$ cat config.mk
export PLATFORM = sky130hd
export DESIGN_NAME = lod_scan_flat
export DESIGN_NICKNAME = d
export VERILOG_FILES = /design/src/rtl/lod_scan_if.sv /design/src/rtl/lod_scan.sv /design/src/flat_wrapper.sv
export SDC_FILE = /design/constraint.sdc
export NUM_CORES = 1
export LEC_CHECK = 0
export ABC_AREA = 1
export BUFFER_PORTS_ARGS = -buffer_cell sky130_fd_sc_hd__buf_2
export CORE_ASPECT_RATIO = 2
export CORE_UTILIZATION = 50
export CTS_CLUSTER_DIAMETER = 50
export DETAILED_ROUTE_END_ITERATION = 7
export PLACE_DENSITY = 0.79
export SLEW_MARGIN = 40
export SYNTH_ARGS = -nofsm -noshare
export SYNTH_HDL_FRONTEND = slang
export SYNTH_SLANG_ARGS = --single-unit
$ cat constraint.sdc
create_clock -name clk -period 4.2 [get_ports clk]
set_input_delay 0.63 -clock clk [delete_from_list [all_inputs] [get_ports clk]]
set_output_delay 0.63 -clock clk [all_outputs]
set_load 0.1 [all_outputs]
$ cat src/rtl/lod_scan_if.sv
// Handshake bundle between an upstream word source, the leading-one scanner
// and the downstream shift stage.
interface lod_scan_if #(
  parameter int SIZE = 32
);
  localparam int IW = $clog2(SIZE);

  logic            In_valid;
  logic            In_ready;
  logic [SIZE-1:0] In;
  logic            Out_valid;
  logic            Out_ready;
  logic [SIZE-1:0] Data_out;
  logic [IW-1:0]   Bit_shift;
  logic            Check;

  modport master (
    output In_valid, In, Out_ready,
    input  In_ready, Out_valid, Data_out, Bit_shift, Check
  );

  modport slave (
    input  In_valid, In, Out_ready,
    output In_ready, Out_valid, Data_out, Bit_shift, Check
  );
endinterface

$ cat src/rtl/lod_scan.sv
// Serial leading-one detector for a sign-magnitude word: scans the magnitude
// bits downward one per cycle and reports the leading-one index.
module lod_scan #(
  parameter int SIZE = 32
) (
  input  logic       clk,
  input  logic       rst_n,
  lod_scan_if.slave  bus
);
  localparam int IW = $clog2(SIZE);
  localparam logic [IW-1:0] IDX_TOP = IW'(SIZE - 2);

  typedef enum logic [1:0] {IDLE, SCAN, DONE} state_t;

  state_t          state, state_nx;
  logic            in_ready, in_ready_nx;
  logic            out_valid, out_valid_nx;
  logic            check, check_nx;
  logic [SIZE-1:0] data, data_nx;
  logic [IW-1:0]   idx, idx_nx;
  logic [IW-1:0]   bit_shift, bit_shift_nx;

  always_ff @(posedge clk) begin
    if (!rst_n) begin
      state     <= IDLE;
      in_ready  <= 1'b0;
      out_valid <= 1'b0;
      check     <= 1'b0;
      data      <= '0;
      idx       <= '0;
      bit_shift <= '0;
    end else begin
      state     <= state_nx;
      in_ready  <= in_ready_nx;
      out_valid <= out_valid_nx;
      check     <= check_nx;
      data      <= data_nx;
      idx       <= idx_nx;
      bit_shift <= bit_shift_nx;
    end
  end

  always_comb begin
    state_nx     = state;
    in_ready_nx  = in_ready;
    out_valid_nx = out_valid;
    check_nx     = check;
    data_nx      = data;
    idx_nx       = idx;
    bit_shift_nx = bit_shift;
    case (state)
      IDLE: begin
        // in_ready is still 0 on the first cycle out of reset, so no handshake there
        in_ready_nx = 1'b1;
        if (bus.In_valid && in_ready) begin
          data_nx     = bus.In;
          idx_nx      = IDX_TOP;
          in_ready_nx = 1'b0;
          state_nx    = SCAN;
        end
      end
      SCAN: begin
        if (data[idx]) begin
          bit_shift_nx = idx;
          check_nx     = 1'b1;
          out_valid_nx = 1'b1;
          state_nx     = DONE;
        end else if (idx == '0) begin
          bit_shift_nx = '0;
          check_nx     = 1'b0;
          out_valid_nx = 1'b1;
          state_nx     = DONE;
        end else begin
          idx_nx = idx - IW'(1);
        end
      end
      DONE: begin
        if (bus.Out_ready) begin
          out_valid_nx = 1'b0;
          in_ready_nx  = 1'b1;
          state_nx     = IDLE;
        end
      end
      default: state_nx = IDLE;
    endcase
  end

  assign bus.In_ready  = in_ready;
  assign bus.Out_valid = out_valid;
  assign bus.Data_out  = data;
  assign bus.Bit_shift = bit_shift;
  assign bus.Check     = check;
endmodule
$ cat src/flat_wrapper.sv
// flat-port wrapper written by rule: the top's interface ports become plain ports
module lod_scan_flat 
#(
  parameter int SIZE = 32
)
  (clk, rst_n, bus_In_valid, bus_In, bus_Out_ready, bus_In_ready, bus_Out_valid, bus_Data_out, bus_Bit_shift, bus_Check);
  lod_scan_if #(.SIZE(SIZE)) bus_i ();
  input  logic clk;
  input  logic rst_n;
  input wire logic [$bits(bus_i.In_valid)-1:0] bus_In_valid;
  input wire logic [$bits(bus_i.In)-1:0] bus_In;
  input wire logic [$bits(bus_i.Out_ready)-1:0] bus_Out_ready;
  output wire logic [$bits(bus_i.In_ready)-1:0] bus_In_ready;
  output wire logic [$bits(bus_i.Out_valid)-1:0] bus_Out_valid;
  output wire logic [$bits(bus_i.Data_out)-1:0] bus_Data_out;
  output wire logic [$bits(bus_i.Bit_shift)-1:0] bus_Bit_shift;
  output wire logic [$bits(bus_i.Check)-1:0] bus_Check;
  assign bus_i.In_valid = bus_In_valid;
  assign bus_i.In = bus_In;
  assign bus_i.Out_ready = bus_Out_ready;
  assign bus_In_ready = bus_i.In_ready;
  assign bus_Out_valid = bus_i.Out_valid;
  assign bus_Data_out = bus_i.Data_out;
  assign bus_Bit_shift = bus_i.Bit_shift;
  assign bus_Check = bus_i.Check;
  lod_scan #(.SIZE(SIZE)) u_core (.clk(clk), .rst_n(rst_n), .bus(bus_i));
endmodule
==> results.cfg <==
[logic_synthesis]
syn-num-nets = 365
yosys.area_share.simple_pct = 23.0
synth_cells = 323
async_reset_ff_share_pct = 0
synth_top_family_by_area = simple AND/OR/NAND/NOR gates
ys_seq_area_share_pct = 41.3
synth_warnings = 0
synth-compound-area-share_pct = 19.0
ys_types = 25
synthMuxAreaShare_pct = 0
synth_top_flop_cell = dfxtp_1
synth_xor_area_share_pct = 0.385
ys_ff_latch = 47
avgSynthCellArea_um2 = 7.05
synth-edff-count = 0
synth-adder-area-share_pct = 3.30
synth_area_um2 = 2280

[timing]
maxSlewViolCount = 0
worst_pin_slew_ns = 0.733
fin_setup_tns_ns = 0
rsz0062_at_grt = no
fmax_mhz = 421
finalHoldViolations = 0
finalCritPeriodShare_pct = 56.6
fin_worst_skew_ns = 0.00595
max_slew_margin_pct = 51.0
setup_viol = 0
fin_ws_ns = 1.82
min_period_ns = 2.38

[final_layout]
nets = 431
final_util_pct = 63.1
fin_cells = 444
final_cell_mix = buf_2 (75), nand2_1 (60), a21oi_1 (48)
syn2layout_area_growth_pct = 20.3
drive_above_1_share_pct = 23.6
stdcell_area_um2 = 2740
final_common_cell = buf_2
fillCellCount = 446
num_antenna_cells = 0

[floorplanning]
dieArea_um2 = 4840
die_y_um = 97.4
io_pins = 76
num_rows = 34
die_w_um = 49.7
core-area_um2 = 4340
start_util_pct = 52.5

[detailed_routing]
vias = 2308
via_per_inst = 5.20
drc = 0
routedWlPerCell_um = 12.6
drt_wl_total_um = 5610
drtIter0Drc = 57
ant_nets = 0
dr.pass1.iters = 4

[clock_network]
post_cts_buffers = 0
cts.sinks = 47
cts_root_buf = clkbuf_8
ctsHoldBuffers = 0
htreeDepth = 2
cts_resized = 0
cts.path.max_buffers = 2
cts-buffers-inserted = 5
cts_tree = done
clk_latency_ns = 0.30
clk_pin_slew_ns = 0.09

[placed_design]
place_ws_ns = 1.88
dp.cells = 436
gp_congestion = 0.861
port_buffers = 75
hpwl_um = 4100
place_area_um2 = 2620

[global_route]
grt_max_degree = 65
grt_pass1_wl_um = 9560
grtUsageTotal_pct = 25.0
grt_pass1_vias = 2285
antenna_found_initial = 0
grt_overflow = 0

[power]
p_leak_nw = 1.35
power.density_nw_per_um2 = 873
ir_drop_mv = 0.561

[critical_path]
cp_max_fo = 20
reg2reg_to = u_core.idx[4]
r2r-start = u_core.idx[0]
start_kind = flip-flop
worstSetupPathType = flip-flop to flip-flop
reg2reg_setup_slack_ns = 1.82
ff2ff_path_depth = 11
cp_data_arrival_time_ns = 2.58
required_ns = 4.40
endpoint_kind = flip-flop

[hold_path]
hold_path_depth = 2
hold_class = flip-flop to flip-flop
min_from = u_core.bus.Bit_shift[0]
worstHoldEndpoint = u_core.bus.Bit_shift[0]

[flow_run]
cap_violations = 0

[outcome]
status = finished clean
==> logic make-up (layout without fill, tap and decap cells) <==
kind of cell	after synthesis	in the layout
simple gates	119	119
xor+xnor	1	1
flops	47	47
compound gates	85	85
fa+ha+maj	6	6
buf+inv	65	132
==> layout make-up <==
type                    count  area (um^2)  area share [%]
clock buffers               6         82.6            3.02
clock inverters             2         35.0            1.28
inverters                  49          184            6.72
multi-input cells         211         1050            38.5
flip-flops and latches     47          941            34.4
well taps                  54         67.6            2.47
repair buffers             75          375            13.7
==> metal layers <==
layer  part of all wire, %  vias to the layer above  track usage [%]
met2                    55                       76             47.4
li1                      -                     1179                -
met4                   2.0                        0             12.1
met3                   4.6                       10             3.60
met1                    38                     1043             25.0
met5                     0                        -                0
==> through the flow <==
step / hold WS [ns] / power [mW]
global placement: 0.451 / 2.02
finish: 0.463 / 2.39
global route: 0.487 / 2.53
detailed placement: 0.455 / 2.05
CTS: 0.471 / 2.39
floorplan: 0.456 / 1.85
==> sequential cells by signal, indices dropped and copies added, names as in the netlist <==
name                  cells
u_core.bus.Check          1
u_core.idx                5
u_core.bus.In_ready       1
u_core.bus.Bit_shift      5
u_core.bus.Data_out      32
u_core.state              2
u_core.bus.Out_valid      1
==> cell usage after synthesis (2+ instances only) <==
cell	count	area, um^2
nand2_2	2	12.5
buf_6	2	22.5
clkbuf_1	10	37.5
o21ai_0	34	170
dfxtp_1	47	941
nor2_1	13	48.8
inv_1	46	173
inv_2	3	11.3
clkbuf_8	2	27.5
nand4_1	5	31.3
nand2_1	60	225
ha_1	6	75.1
a21oi_1	48	240
nand3_1	34	170
==> report_power, final <==
part	total, mW	switching (mW)	internal, mW
sequential	0.666	0.102	0.564
combinational	1.37	1.10	0.271
clock	0.351	0.158	0.193
total	2.39	1.36	1.03
==> critical path: stages, from the launching register on <==
cell and delay (ns):
dfxtp_1 0.81, inv_2 0.32, nand2_1 0.14, nand3_1 0.08
nand3_1 0.11, nand3_1 0.09, nand2_1 0.11, nand2_1 0.10
nand3_1 0.11, nand2_2 0.16, a21oi_1 0.19, nor2_1 0.06
==> how the worst max path moves through the flow <==
stage                       startpoint                       to  cells after the start
2_1_floorplan  u_core.bus.Data_out[27]            u_core.idx[3]                     12
4_1_cts                  u_core.idx[0]            u_core.idx[4]                     11
5_1_grt                  u_core.idx[0]         u_core.bus.Check                     13
3_3_place_gp             u_core.idx[0]  u_core.bus.Bit_shift[4]                     11
3_5_place_dp             u_core.idx[0]            u_core.idx[4]                     11
6_report                 u_core.idx[0]            u_core.idx[4]                     11
(Power assumes the default switching activity.)
